[src/rtl/rail_crossing_ctrl_mt.sv]
// Multi-track level-crossing controller: per-track occupancy counters feed a timed
// FSM that sequences road lights, gate motor command and track signals.
module rail_crossing_ctrl_mt #(
  parameter int unsigned N_TRACKS     = 2,
  parameter int unsigned OCC_W        = 3,
  parameter int unsigned WARN_CYCLES  = 8,
  parameter int unsigned CLEAR_CYCLES = 4,
  parameter int unsigned GATE_TIMEOUT = 16
) (
  input  logic                    clk,
  input  logic                    clr,
  input  logic [N_TRACKS-1:0]     train_in,
  input  logic [N_TRACKS-1:0]     train_out,
  input  logic                    gate_down,
  input  logic                    gate_up,
  output logic [1:0]              road,
  output logic [2*N_TRACKS-1:0]   track,
  output logic                    gate_cmd,
  output logic                    busy,
  output logic                    fault,
  output logic                    seq_err
);

  localparam logic [1:0] SIG_RED = 2'b00;
  localparam logic [1:0] SIG_YEL = 2'b01;
  localparam logic [1:0] SIG_GRN = 2'b10;

  localparam logic [OCC_W-1:0] OCC_MAX = '1;

  localparam int unsigned MAX_WC  = (WARN_CYCLES > CLEAR_CYCLES) ? WARN_CYCLES : CLEAR_CYCLES;
  localparam int unsigned MAX_CYC = (MAX_WC > GATE_TIMEOUT) ? MAX_WC : GATE_TIMEOUT;
  localparam int unsigned TMR_W   = (MAX_CYC > 1) ? $clog2(MAX_CYC) : 1;

  localparam logic [TMR_W-1:0] LD_WARN  = TMR_W'(WARN_CYCLES - 1);
  localparam logic [TMR_W-1:0] LD_CLEAR = TMR_W'(CLEAR_CYCLES - 1);
  localparam logic [TMR_W-1:0] LD_GATE  = TMR_W'(GATE_TIMEOUT - 1);

  typedef enum logic [2:0] {
    ST_OPEN,
    ST_WARN,
    ST_LOWER,
    ST_CLOSED,
    ST_CLEAR,
    ST_RAISE,
    ST_FAULT
  } state_e;

  state_e                         state_q, state_d;
  logic [TMR_W-1:0]               tmr_q, tmr_d;
  logic [N_TRACKS-1:0][OCC_W-1:0] occ_q, occ_d;
  logic                           seq_err_q, seq_err_d;
  logic                           busy_q;
  logic                           fault_q, fault_d;
  logic                           gate_cmd_q, gate_cmd_d;
  logic [1:0]                     road_q, road_d;
  logic [2*N_TRACKS-1:0]          track_q, track_d;

  logic any_occ;
  logic arrive;
  logic sensor_bad;
  logic tmr_zero;

  assign arrive     = |train_in;
  assign sensor_bad = gate_down & gate_up;
  assign tmr_zero   = (tmr_q == '0);

  // Occupancy counters: simultaneous in/out cancels; over/underflow is flagged sticky.
  always_comb begin
    occ_d     = occ_q;
    seq_err_d = seq_err_q;
    any_occ   = 1'b0;
    for (int i = 0; i < int'(N_TRACKS); i++) begin
      if (train_in[i] && !train_out[i]) begin
        if (occ_q[i] == OCC_MAX) seq_err_d = 1'b1;
        else                     occ_d[i] = occ_q[i] + OCC_W'(1);
      end else if (train_out[i] && !train_in[i]) begin
        if (occ_q[i] == '0) seq_err_d = 1'b1;
        else                occ_d[i] = occ_q[i] - OCC_W'(1);
      end
      any_occ = any_occ | (|occ_d[i]);
    end
  end

  // Sequencing FSM; outputs are decoded from the next state and registered.
  always_comb begin
    state_d    = state_q;
    tmr_d      = tmr_q;
    road_d     = SIG_RED;
    track_d    = {N_TRACKS{SIG_RED}};
    gate_cmd_d = 1'b1;
    fault_d    = 1'b0;

    unique case (state_q)
      ST_OPEN: begin
        if (arrive) begin
          state_d = ST_WARN;
          tmr_d   = LD_WARN;
        end
      end
      ST_WARN: begin
        if (tmr_zero) begin
          state_d = ST_LOWER;
          tmr_d   = LD_GATE;
        end else begin
          tmr_d = tmr_q - TMR_W'(1);
        end
      end
      ST_LOWER: begin
        if (sensor_bad)     state_d = ST_FAULT;
        else if (gate_down) state_d = ST_CLOSED;
        else if (tmr_zero)  state_d = ST_FAULT;
        else                tmr_d   = tmr_q - TMR_W'(1);
      end
      ST_CLOSED: begin
        if (!any_occ) begin
          state_d = ST_CLEAR;
          tmr_d   = LD_CLEAR;
        end
      end
      ST_CLEAR: begin
        if (arrive) begin
          state_d = ST_CLOSED;
        end else if (tmr_zero) begin
          state_d = ST_RAISE;
          tmr_d   = LD_GATE;
        end else begin
          tmr_d = tmr_q - TMR_W'(1);
        end
      end
      ST_RAISE: begin
        if (sensor_bad) begin
          state_d = ST_FAULT;
        end else if (arrive) begin
          state_d = ST_LOWER;
          tmr_d   = LD_GATE;
        end else if (gate_up) begin
          state_d = ST_OPEN;
        end else if (tmr_zero) begin
          state_d = ST_FAULT;
        end else begin
          tmr_d = tmr_q - TMR_W'(1);
        end
      end
      ST_FAULT: state_d = ST_FAULT;
      default:  state_d = ST_FAULT;
    endcase

    unique case (state_d)
      ST_OPEN: begin
        road_d     = SIG_GRN;
        gate_cmd_d = 1'b0;
      end
      ST_WARN: begin
        road_d     = SIG_YEL;
        gate_cmd_d = 1'b0;
      end
      ST_CLOSED: track_d    = {N_TRACKS{SIG_GRN}};
      ST_RAISE:  gate_cmd_d = 1'b0;
      ST_FAULT: begin
        track_d = {N_TRACKS{SIG_YEL}};
        fault_d = 1'b1;
      end
      default: ;
    endcase
  end

  always_ff @(posedge clk or posedge clr) begin
    if (clr) begin
      state_q    <= ST_OPEN;
      tmr_q      <= '0;
      occ_q      <= '0;
      seq_err_q  <= 1'b0;
      busy_q     <= 1'b0;
      fault_q    <= 1'b0;
      gate_cmd_q <= 1'b0;
      road_q     <= SIG_GRN;
      track_q    <= {N_TRACKS{SIG_RED}};
    end else begin
      state_q    <= state_d;
      tmr_q      <= tmr_d;
      occ_q      <= occ_d;
      seq_err_q  <= seq_err_d;
      busy_q     <= any_occ;
      fault_q    <= fault_d;
      gate_cmd_q <= gate_cmd_d;
      road_q     <= road_d;
      track_q    <= track_d;
    end
  end

  assign road     = road_q;
  assign track    = track_q;
  assign gate_cmd = gate_cmd_q;
  assign busy     = busy_q;
  assign fault    = fault_q;
  assign seq_err  = seq_err_q;

endmodule

[config.mk]
export PLATFORM = sky130hd
export DESIGN_NAME = rail_crossing_ctrl_mt
export DESIGN_NICKNAME = d
export VERILOG_FILES = /design/src/rtl/rail_crossing_ctrl_mt.sv
export SDC_FILE = /design/constraint.sdc
export NUM_CORES = 1
export LEC_CHECK = 0
export ABC_AREA = 1
export ABC_CLOCK_PERIOD_IN_PS = 3900
export CORE_MARGIN = 2
export CORE_UTILIZATION = 45
export DETAILED_ROUTE_END_ITERATION = 10
export PLACE_DENSITY = 0.67
export REMOVE_ABC_BUFFERS = 1
export SYNTH_ARGS = -nofsm -noshare
export SYNTH_HDL_FRONTEND = slang
export SYNTH_SLANG_ARGS = --single-unit
[constraint.sdc]
create_clock -name clk -period 3.9 [get_ports clk]
set_input_delay 0.78 -clock clk [delete_from_list [all_inputs] [get_ports clk]]
set_output_delay 0.78 -clock clk [all_outputs]
set_load 0.05 [all_outputs]
== After elaboration in Yosys (flattened, before gate mapping) ==
Cells that the tools add are included.

* Register bits: 23
* Latch bits: 0
* Bits in writable memories: 0
* ROM bits: 0
* Output and inout port bits: 10
* Logic and storage cells: 97
* Memories: 0

* Add/sub/neg operators: 5
* Multiply operators: 0
* Divide/modulo/power cells: 0
* Magnitude comparators: 0
* Equal/unequal tests: 18
* Shift-type cells: 0
* Multiplexer cells: 43
* Bitwise operators: 2
* Reduce and logical (&&, ||, !) cells: 19

{| class="wikitable"
|+ Operators by type and width
! operator !! count
|-
| 3-bit two-way mux || 19
|-
| 4-bit two-way mux || 10
|-
| 4-bit one-hot mux with 6 select lines || 1
|-
| 3-bit == test (second input constant) || 6
|-
| 3-bit one-hot mux with 6 select lines || 1
|-
| 3-bit zero test || 4
|-
| 2-bit != test (second input constant) || 6
|-
| 1-bit two-way mux || 10
|-
| 3-bit by 2-bit == test with 1-bit output (second input constant) || 3
|-
| 3-bit OR reduction || 3
|-
| 4-bit one-hot mux with 2 select lines || 1
|-
| 8-bit AND reduction || 1
|-
| 3-bit by 1-bit adder with 3-bit output (second input constant) || 2
|-
| 3-bit by 1-bit == test with 1-bit output (second input constant) || 2
|-
| 6-bit nonzero test || 1
|-
| 3-bit by 1-bit subtractor with 3-bit output (second input constant) || 2
|-
| 1-bit logical AND || 4
|-
| 1-bit zero test || 4
|-
| 4-bit zero test || 1
|-
| 2-bit one-hot mux with 2 select lines || 1
|-
| 4-bit by 1-bit subtractor with 4-bit output (second input constant) || 1
|-
| 3-bit != test (second input constant) || 1
|-
| 2-bit OR reduction || 1
|-
| 1-bit bitwise AND || 1
|-
| 1-bit bitwise OR || 1
|}

== Depth between registers and ports, before layout ==
* Word-level depth: 11
* Gate-level depth with buffers: 16
* Depth with buffers taken out: 15

== Worst setup path after synthesis ==
OpenSTA, ideal clock, no wires.

* Kind: in2reg
* Start: in train_in[1]
* End: reg fault_q (netlist: fault)
* Arrival time: 1724 ps
* Required time: 3785 ps
* Path slack: 2061 ps
* Stages on the path: 7
* Path through: nor2_2 inv_2 a22oi_1 nand2_1 a21oi_1 nand3b_2 nor2_1

* Cells in the longest elaborated chain, start to end: 10

{| class="wikitable"
|+ RTL lines
! element !! RTL line !! source
|-
| from (decl) || 12 || <nowiki>input logic [N_TRACKS-1:0] train_in,</nowiki>
|-
| 1-bit zero test || 76 || <nowiki>end else if (train_out[i] && !train_in[i]) begin</nowiki>
|-
| 1-bit logical AND || 76 ||
|-
| 3-bit two-way mux || 76 ||
|-
| 3-bit two-way mux || 73 || <nowiki>if (train_in[i] && !train_out[i]) begin</nowiki>
|-
| 3-bit OR reduction || 80 || <nowiki>any_occ = any_occ | (|occ_d[i]);</nowiki>
|-
| 1-bit bitwise OR || 80 ||
|-
| 3-bit two-way mux || 115 || <nowiki>if (!any_occ) begin</nowiki>
|-
| 3-bit one-hot mux with 6 select lines (*) || 93 || <nowiki>unique case (state_q)</nowiki>
|-
| 3-bit == test (*) || 148 || <nowiki>unique case (state_d)</nowiki>
|-
| 1-bit two-way mux (*) || 148 ||
|-
| via fault_d || 53 || <nowiki>logic fault_q, fault_d;</nowiki>
|-
| to (signal assigned) || 184 || <nowiki>fault_q <= fault_d;</nowiki>
|-
| to (decl) || 53 ||
|}

Mark *: on every way through the listed nets, which the timed path passes. The rest lies on a longest branch.
A chain may end at the register's enable or synchronous reset.

== Final worst setup path ==
* Start: reg road_q[1] (netlist: road[1])
* End: out road[1]

{| class="wikitable"
|+ RTL lines
! element !! RTL line !! source
|-
| from (decl) || 55 || <nowiki>logic [1:0] road_q, road_d;</nowiki>
|-
| from (signal assigned) || 186 || <nowiki>road_q <= road_d;</nowiki>
|-
| to (decl) || 16 || <nowiki>output logic [1:0] road,</nowiki>
|}

No word-level cell between the ends.

==> impl_metrics.tcl <==
set metrics [dict create \
    worstRegToRegCells 15 \
    tns_ps 0 \
    synth_top_family_by_area "simple AND/OR/NAND/NOR gates" \
    number_of_design_rule_violations_left_after_detail_routing 0 \
    route.detailed.wl_per_inst_um 9.89 \
    clk_slew_on_worst_s_h_paths_ps 120 \
    slowest_stage "clkdlybuf4s50_1" \
    outcome "finished, final reports clean" \
    place.port_buffers 17 \
    route.detailed.vias_per_inst 4.78 \
    synth_seq_area_share_pct 34.7 \
    initial_core_util_pct 46.2 \
    worst-r2r-setup-slack_ps 1850 \
    power-per-cell-area_mw_per_mm2 811 \
    clock_path_buffers 2 \
    cp.depth 1 \
    htreeDepth 1 \
    worst_ep_required_time_ps 3120 \
    clock_tree.root_cell "clkbuf_4" \
    timing.clock.skew_ps 5.76 \
    crit_family "buffers and inverters" \
    clock_power_share_pct 7.5 \
    timing.critical_path.to_type "output port" \
    insertion_delay_ps 310 \
    timing.critical_path.from "road[1]$_DFF_PP1_" \
    final.setup.worst_slack_ps 1490 \
    final_layout_size_suffix_gt1_share_pct 12.6 \
    synth_compound_gate_area_share_pct 9.16 \
    first_pass_iters 5 \
    post_cts_repair_timing_setup_buffer_count 0 \
    die-width_um 62.1 \
    synth.cell_area_mm2 0.00152 \
    timing.critical_path.cells "clkdlybuf4s50_1" \
    area_growth_pct 14.4 \
    worst_slew_margin_rel_pct 48.0 \
    arithmetic_cell_share_of_the_synthesized_area_counting_full_adders_half_adders_and_majority_gates_pct 8.25 \
    hold_ws_ps 489 \
    critPathArrivalTime_ps 1630 \
    drv_slew 0 \
    final_common_cell "nand2_1" \
    timing.final.crit_share_pct 61.7 \
    yosys_warnings 0 \
    core.rowCount 21 \
    synth_xor_area_share_pct 0.578 \
    post_cts.resized_instances 0 \
    numPlacedInstances 273 \
    area_of_the_core_mm2 0.00328 \
    finalPower_uw 1410 \
    synth.avg_cell_area_um2 7.05 \
    timing_worst_slew_pin_value_ps 779 \
    initialDrtViolationCount 58 \
    hpwlAfterDp_um 2250 \
    final_cell_count_no_fill 277 \
    num-nets-final 250 \
    cts.sink_count 21 \
    finalHoldViolCount 0 \
    route.vias.total 1324 \
    most-common-layout-cells "nand2_1, inv_1, nand3_1, dfrtp_1, clkdlybuf4s50_1" \
    cpPeakStageDelay_ps 790 \
    synth-simple-area-share_pct 35.2 \
    crit_type "register to output port" \
    rr_startpoint "occ_q[0]$_DFF_PP0_" \
    holdPathStages 2 \
    die_area_mm2 0.00385 \
    unrepaired_setup_endpoints_after_global_routing "false" \
    leakage_uw 0.000901 \
    switching_share_pct 51.9 \
    cts-buffers-inserted 3 \
    worst_setup_path_start_kind "register" \
    groute.usage.overall_pct 16.3 \
    internal_power_uw 676 \
    pin_count 18 \
    timing.critical_path.to "road[1]" \
    setup_violations_final 0 \
    muxShareOfSynthArea_pct 0 \
    antenna_left 0 \
    fmax_ghz 0.415 \
    power.sequential.fraction_pct 27.9 \
    timing.max_cap.violations 0 \
    ctsHoldBuffers 0 \
    route.final.wire_length_um 2740 \
    floorplan.die.height_um 62.1 \
    min-delay-path-class "register to register" \
    grt_overflow_total 0 \
    yosys_register_bits 21 \
    synth_cells 215 \
    crit_fanout 1 \
    post-route-min-period_ps 2410 \
    tritoncts "built" \
    num_antenna_cells 0 \
    yosysUniqueCellTypes 28 \
    power.switching_uw 730 \
    ir_worst_vdd_v 0.000273 \
    first_global_vias 1130 \
    preCtsSetupSlack_ps 1290 \
    critical_path.n_buffers_inverters 1 \
    initial_antenna_violation_count 0 \
    critical_path.reg2reg.endpoint "tmr_q[1]$_DFFE_PP0P_" \
    largest_net_degree_at_the_start_of_global_routing 22 \
    finalWeightedCongestion 0.897 \
    pwr-share-comb_pct 64.6 \
    grt_pass1_wl_um 4690 \
]
power groups by stage:
stage	combinational, uW	clock (uW)	sequential [uW]
floorplan	602	0	495
detailed placement	913	0	395
global route	1040	119	406
global placement	908	0	398
CTS	913	108	393
finish	908	105	393
area by class of cell:
type                       instances  area, um^2
timing repair buffer              17         170
clock inverter                     1        5.00
tap                               46        57.6
fill                             315        1550
inverter                          39         146
multi-input combinational        150         807
sequential                        21         527
clock buffer                       3        22.5
kinds of logic after synthesis:
kind of cell               count (synthesis)
xor gates and xnor gates                   1
DFF                                       21
AOI/OAI and AO/OA                         24
adders and majority gates                 10
and+or+nand+nor                          115
buffers and inverters                     44
worst min path at each step:
stage                                 to            startpoint
floorplan           tmr_q[1]$_DFFE_PP0P_  tmr_q[1]$_DFFE_PP0P_
global placement       seq_err$_DFF_PP0_     seq_err$_DFF_PP0_
detailed placement     seq_err$_DFF_PP0_     seq_err$_DFF_PP0_
CTS                    seq_err$_DFF_PP0_     seq_err$_DFF_PP0_
global route           seq_err$_DFF_PP0_     seq_err$_DFF_PP0_
finish                 seq_err$_DFF_PP0_     seq_err$_DFF_PP0_
cell usage after synthesis:
cell type,count,area [um^2]
ha_1,10,125
nand3_1,24,120
a22oi_1,1,7.51
a21oi_1,4,20.0
o21ai_1,2,10.0
inv_1,32,120
buf_6,1,11.3
nor3_1,2,10.0
inv_2,6,22.5
buf_2,2,10.0
dfrtp_1,20,500
clkinv_1,1,3.75
o21ai_0,11,55.1
o211ai_1,2,15.0
nand2_2,7,43.8
nor2_1,13,48.8
nor2_2,5,31.3
dfstp_2,1,26.3
nand2_1,58,218
nand4_1,1,6.26
buf_4,2,15.0
nor2_4,4,45.0
o31ai_1,1,7.51
nand3b_2,1,11.3
a211oi_1,1,7.51
xnor2_1,1,8.76
o21bai_1,1,7.51
a21oi_2,1,8.76
routing by layer:
| layer | vias up | global-route usage [%] | wire length (um) |
|---|---|---|---|
| met5 | - | 0 | 0 |
| met4 | 0 | 3.65 | 17 |
| met3 | 2 | 2.48 | 105 |
| met2 | 31 | 24.6 | 1140 |
| met1 | 586 | 24.6 | 1480 |
| li1 | 705 | - | - |
registers in the layout, summed over array words and instances (netlist names):
signal	flops
road	2
seq_err	1
occ_q	6
state_q	3
tmr_q	4
track	2
busy	1
gate_cmd	1
fault	1
through the flow:
| step | util, % | instance area, um^2 |
|---|---|---|
| after floorplan | - | 1480 |
| after global placement | 52.0 | 1710 |
| after detailed placement | 52.0 | 1710 |
| after CTS | 52.8 | 1740 |
| after global routing | 52.8 | 1740 |
| final | 52.8 | 1740 |
No activity file was read; power rests on OpenSTA's default activity.
